<file path="src/rtl/mux_scan_pkg.sv">
// mux_scan_pkg: shared state encoding and channel constants for the mux scan controller
package mux_scan_pkg;
   localparam int N_CH  = 4;
   localparam int SEL_W = 2;
   typedef enum logic [1:0] {IDLE = 2'd0, SCAN = 2'd1, DONE = 2'd2} state_t;
endpackage

</file>
<file path="src/rtl/dwell_timer.sv">
// dwell_timer: counts dwell cycles per select value and flags the last one
module dwell_timer #(
   parameter int unsigned DWELL = 4
) (
   input  logic clk,
   input  logic rst,
   input  logic en,
   input  logic clr,
   output logic wrap
);
   localparam logic [7:0] LAST = 8'(DWELL - 1);
   logic [7:0] cnt;
   // advance while enabled, restart at zero on clear or at the end of a dwell window
   always_ff @(posedge clk)
      if (rst || clr) cnt <= '0;
      else if (en) cnt <= wrap ? '0 : cnt + 8'd1;
   assign wrap = en && (cnt == LAST);
endmodule

</file>
<file path="src/rtl/mux_scan_ctrl.sv">
// mux_scan_ctrl: steps a 4:1 mux select through all inputs and publishes the captured sweep
module mux_scan_ctrl
   import mux_scan_pkg::*;
#(
   parameter int unsigned DWELL   = 4,
   parameter bit          CONT_EN = 1'b0
) (
   input  logic             clk,
   input  logic             rst,
   input  logic             start,
   input  logic             cont,
   input  logic             y_in,
   output logic [SEL_W-1:0] sel,
   output logic [N_CH-1:0]  sample,
   output logic             busy,
   output logic             done
);
   state_t          state, state_nx;
   logic            wrap, last_ch;
   logic [N_CH-1:0] shadow;

   dwell_timer #(.DWELL(DWELL)) u_dwell (
      .clk  (clk),
      .rst  (rst),
      .en   (state == SCAN),
      .clr  (state != SCAN),
      .wrap (wrap)
   );

   assign last_ch = sel == SEL_W'(N_CH - 1);
   assign busy    = state != IDLE;

   // next state: one sweep per start, chained sweeps only when continuous mode is built in and requested
   always_comb begin
      state_nx = state;
      case (state)
         IDLE:    state_nx = start ? SCAN : IDLE;
         SCAN:    state_nx = (wrap && last_ch) ? DONE : SCAN;
         DONE:    state_nx = (CONT_EN && cont) ? SCAN : IDLE;
         default: state_nx = IDLE;
      endcase
   end

   // state register
   always_ff @(posedge clk)
      if (rst) state <= IDLE;
      else state <= state_nx;

   // at each dwell wrap latch the settled mux output and move to the next channel
   always_ff @(posedge clk)
      if (rst) begin
         sel    <= '0;
         shadow <= '0;
      end else if (wrap) begin
         sel         <= sel + SEL_W'(1);
         shadow[sel] <= y_in;
      end

   // publish the complete shadow word together with the done pulse
   always_ff @(posedge clk)
      if (rst) begin
         sample <= '0;
         done   <= 1'b0;
      end else begin
         done <= state == DONE;
         if (state == DONE) sample <= shadow;
      end
endmodule

</file>
<file path="config.mk">
export PLATFORM = sky130hd
export DESIGN_NAME = mux_scan_ctrl
export DESIGN_NICKNAME = d
export VERILOG_FILES = /design/src/rtl/mux_scan_pkg.sv /design/src/rtl/dwell_timer.sv /design/src/rtl/mux_scan_ctrl.sv
export SDC_FILE = /design/constraint.sdc
export NUM_CORES = 1
export LEC_CHECK = 0
export ABC_AREA = 0
export BUFFER_PORTS_ARGS = -buffer_cell sky130_fd_sc_hd__buf_2
export CAP_MARGIN = 10
export CORE_MARGIN = 1.5
export CORE_UTILIZATION = 45
export CTS_CLUSTER_DIAMETER = 120
export DETAILED_ROUTE_END_ITERATION = 10
export PLACE_DENSITY = 0.62
export SYNTH_ARGS = -nofsm -noshare
export SYNTH_HDL_FRONTEND = slang
export SYNTH_SLANG_ARGS = --single-unit
export TNS_END_PERCENT = 30
</file>
<file path="constraint.sdc">
create_clock -name clk -period 2 [get_ports clk]
set_clock_uncertainty 0.1 [all_clocks]
set_input_delay 0.3 -clock clk [delete_from_list [all_inputs] [get_ports clk]]
set_output_delay 0.3 -clock clk [all_outputs]
set_load 0.05 [all_outputs]
</file>
After elaboration in Yosys (flattened, before gate mapping)
Index checks and enable logic that the tools add are counted.
Cells by class
  add/subtract/negate cells: 2
  magnitude comparators: 2
  equal/unequal tests: 5
  mux-type cells: 7
  reductions and logical operators: 6
Operators with widths (number)
  $add 8x1->8 const B: 1
  $eq 8x2->1 const B: 1
  $mux 8: 1
  $bwmux 4: 1
  $eq 2x2->1 const B: 2
  $pmux 2 s2: 1
  $logic_and 1x1->1: 3
  $lt 2x3->1 const B: 1
  $add 2x1->2 const B: 1
  $demux 1 s2: 1
  $eq 2x1->1 const B: 1
  $ge 2x1->1 const B: 1
  $logic_not 2->1: 1
  $mux 1: 2
  $mux 2: 1
  $ne 2x1->1 const B: 1
  $reduce_bool 2->1: 1
  $logic_or 1x1->1: 1
Storage, ports and cells
  register bits after elaboration: 21
  input bits: 5
  output and inout port bits: 8
  word-level logic and storage cells: 28

Longest topological paths before layout
  depth in word-level cells: 5
  depth in mapped cells: 5
  depth with buffers taken out: 5

Cells and area by module
A second synthesis with hierarchy kept.
Unflattened totals
  cell total of the unflattened synthesis: 99
  area, all modules: 988.4 um^2
By module, submodules not included
  mux_scan_ctrl: times used 1, cells each 56, area an instance 589.3 um^2, sequential area each 260.2 um^2
  dwell_timer: times used 1, cells each 43, area an instance 399.1 um^2, sequential area each 160.2 um^2

Worst setup path after synthesis
Ideal clock, no wire load.
  kind: flip-flop to flip-flop
  start point: register sel[0]
  end point: register sel[1]
  library setup time: 128 ps
  arrival time: 1367 ps
  data required time: 1772 ps
  setup slack: 405 ps
  stages on the path, launching flop included: 6
  buffers on the path: 0
  period minus slack after synthesis: 1595 ps
  cells stage by stage: dfxtp_1 > inv_1 > ha_1 > nor2b_1 > nand4_1 > o31ai_1
On the way
  word-level cells in the longest chain between the ends: 1
RTL lines
  from (decl): line mux_scan_ctrl.sv:13  | output logic [SEL_W-1:0] sel,
  from (signal assigned): line mux_scan_ctrl.sv:55  | sel <= sel + SEL_W'(1);
  $add 2x1->2: line mux_scan_ctrl.sv:55
Every way passes these cells.
A chain may end at the register's enable or synchronous reset.

Final worst setup path
  start point: register state[0]
  end point: register sel[0]
On the way
  word-level cells in the longest chain between the ends: 2
RTL lines
  from (decl): line mux_scan_ctrl.sv:18  | state_t state, state_nx;
  from (signal assigned): line mux_scan_ctrl.sv:47  | else state <= state_nx;
  $eq 2x1->1: line mux_scan_ctrl.sv:25  | .en (state == SCAN),
  $logic_and 1x1->1: line dwell_timer.sv:17  | assign wrap = en && (cnt == LAST);
Every way passes these cells.

==> summary.txt <==
Clock network
  – TritonCTS Buffers: 3
  – Clk sink count: 21
  – CTS HTree Levels: 1
  – Post-CTS Setup Inserts: 0
  – CTS tree: yes
  – Hold_buf cts: 0
  – Clk_lat worst skew: 0.30 ns
  – Root buf cell: clkbuf_4
  – Maximum clock insertion buffer count: 2
  – CTS resizes: 0
  – Clock slew at reported path FFs: 0.11 ns

Floorplanning
  – Ports: 13
  – Die Wd: 49.1 um
  – Core Area: 1980 sq um
  – Starting Density: 0.482
  – FP Rows: 16
  – Die Y: 49.1 um
  – Total Die Area: 2410 sq um

Final layout
  – Layout Nets: 125
  – # diodes: 0
  – Area delta synth->final: 13.6%
  – Reg area: 420 sq um
  – Share of layout cells above drive strength 1: 0.228
  – Multi-input logic area: 504 sq um
  – Layout fillers: 187

STA
  – Relative slew slack: 0.652
  – Minimum clock period: 1.59 ns
  – Setup TNS: 0 ns
  – Hold violation total from the final report: 0
  – Worst Tran Pin Value: 0.521 ns
  – Tcrit/Tclk final: 0.794
  – Slew Limit Fails: 0
  – Unrepaired setup endpoints after global routing: false
  – Setup-failing EPs final: 0
  – Max Fclk: 0.630 GHz

Synth
  – Synth unique cells: 29
  – Synth cell count leaders: dfxtp_1 (21), nor2_1 (11), mux2i_1 (8), a21oi_1 (6), inv_1 (6)
  – Most frequent cell after synthesis: dfxtp_1
  – EDFF count, synth: 0
  – Yosys top cell by area: dfxtp_1
  – Yosys warns: 0
  – Synth Register Bits: 21
  – Synth async-reset ratio: 0
  – Post-synth top flop: dfxtp_1
  – Seq/Total Area, Yosys: 0.440
  – Top cells by area, synth: dfxtp_1 (44%), mux2i_1 (8.4%), ha_1 (6.6%)
  – Mean area per synthesized cell: 9.74 sq um
  – Post-Synthesis Cells: 98
  – Post-Synthesis Net Count: 108
  – Synth Cell Area: 955 sq um
  – Top cell type's share of synthesized area: 0.440

Outcome
  – Status: completed

Placed design
  – DP HPWL: 1250 um
  – Port Buffers: 11
  – GPL Wtd Cong: 0.756

Critical path
  – Worst path arrival time: 1.69 ns
  – Worst Setup EP: sel[0]
  – Critical path startpoint: state[0]
  – Crit Path Max Fanout: 6
  – FF-to-FF Start: state[0]
  – CP required: 2.10 ns
  – Critical Path Sink Type: flop
  – Setup crit start kind: flop
  – Cell count of the worst reg-to-reg path: 3
  – Reg-to-Reg End: sel[0]
  – FF-to-FF setup slack: 0.41 ns
  – Setup Crit Path Kind: flop to flop

GRT
  – Total track usage: 0.156
  – Grt total ovfl: 0
  – Initial antenna violation count: 0
  – Largest net degree at the start of global routing: 16
  – First-pass GRT wire length: 2930 um
  – Vias in the first global route: 662

Detailed routing
  – Vias: 710
  – DR pass1 iterations: 4
  – Routed Wire Length: 1650 um
  – Residual DRC: 0
  – Routed wire length per instance: 11.7 um
  – Post-DR vias/cell: 5.04
  – Remaining antenna violation count after routing: 0
  – Initial DRC Count: 10

Pwr
  – Tot Pwr: 0.660 mW
  – Maximum vdd ir drop: 350 uV
  – Pwr/cell area: 608 nW/um^2
  – Pleak: 0.453 nW

Worst hold path
  – Path type of the worst min-delay path: input port to flop
  – Worst hold start: start

Run
  – Max Cap Viol: 0
==> registers in the layout, indices dropped and copies added, names as in the netlist <==
name         cells
u_dwell.cnt      8
sample           4
shadow           4
sel              2
state            2
done             1
==> power breakdown <==
part	switching, mW	leakage [nW]	total [mW]	internal, mW
Combinational	0.0193	0.268	0.0311	0.0119
Sequential	0.00325	0.170	0.424	0.421
Clock	0.126	0.0150	0.204	0.0778
==> metal layers <==
metal | part of all wire | up-vias | GRT usage
li1 | - | 375 | -
met1 | 0.54 | 320 | 0.220
met2 | 0.41 | 11 | 0.223
met3 | 0.032 | 4 | 0.0307
met4 | 0.022 | 0 | 0.0857
met5 | 0 | - | 0
==> logic make-up (layout without fill, tap and decap cells) <==
group	count (synthesis)	count (layout)	synth area share
flip-flops	21	21	0.440
XOR/XNOR	1	1	0.00918
multiplexers	9	9	0.0957
buffers and inverters	8	24	0.0315
AO/OA/AOI/OAI	14	14	0.0878
adder cells (fa/ha/maj)	5	5	0.0655
AND/OR/NAND/NOR	40	40	0.270
==> area by class of cell <==
| class | count | share of cell area |
|---|---|---|
| clock buffer | 4 | 0.0242 |
| inverter | 6 | 0.0208 |
| multi-input combinational | 69 | 0.465 |
| sequential | 21 | 0.388 |
| tap | 27 | 0.0311 |
| timing repair buffer | 14 | 0.0715 |
==> how the worst min path moves through the flow <==
stage | endpoint | slack (ns) | cells past startpoint
3_5_place_dp | u_dwell.cnt[0] | 0.34 | 1
2_1_floorplan | u_dwell.cnt[0] | 0.32 | 1
5_1_grt | state[0] | 0.15 | 3
3_3_place_gp | u_dwell.cnt[0] | 0.33 | 1
4_1_cts | state[0] | 0.15 | 3
6_report | state[0] | 0.16 | 3
==> per-stage QoR <==
step | hold WS (ns) | cell area, sq um | setup slack, ns | util | cells
finish | 0.159 | 1080 | 0.412 | 0.547 | 141
floorplan | 0.317 | 955 | 0.405 | - | 98
CTS | 0.150 | 1080 | 0.413 | 0.547 | 141
global route | 0.150 | 1080 | 0.310 | 0.547 | 141
detailed placement | 0.337 | 1060 | 0.437 | 0.534 | 137
global placement | 0.329 | 1060 | 0.457 | 0.534 | 137
==> critical path: stages (launching register included) <==
cell	delay [ns]
dfxtp_1	0.44
nor2b_1	0.36
and3_4	0.28
mux2_1	0.31
==> layout by cell type (no fill, tap or decap), types with 3 or more instances in the layout <==
master | synthesis | layout
dfxtp_1 | 21 | 21
buf_2 | 0 | 11
buf_4 | 0 | 3
o21ai_0 | 4 | 4
ha_1 | 5 | 5
nand2b_1 | 5 | 5
a21oi_1 | 6 | 6
mux2i_1 | 8 | 8
clkbuf_4 | 0 | 3
nand4_1 | 5 | 5
nor2b_1 | 4 | 4
inv_1 | 6 | 6
nor2_1 | 11 | 11
Power figures use the tool's default switching activity.
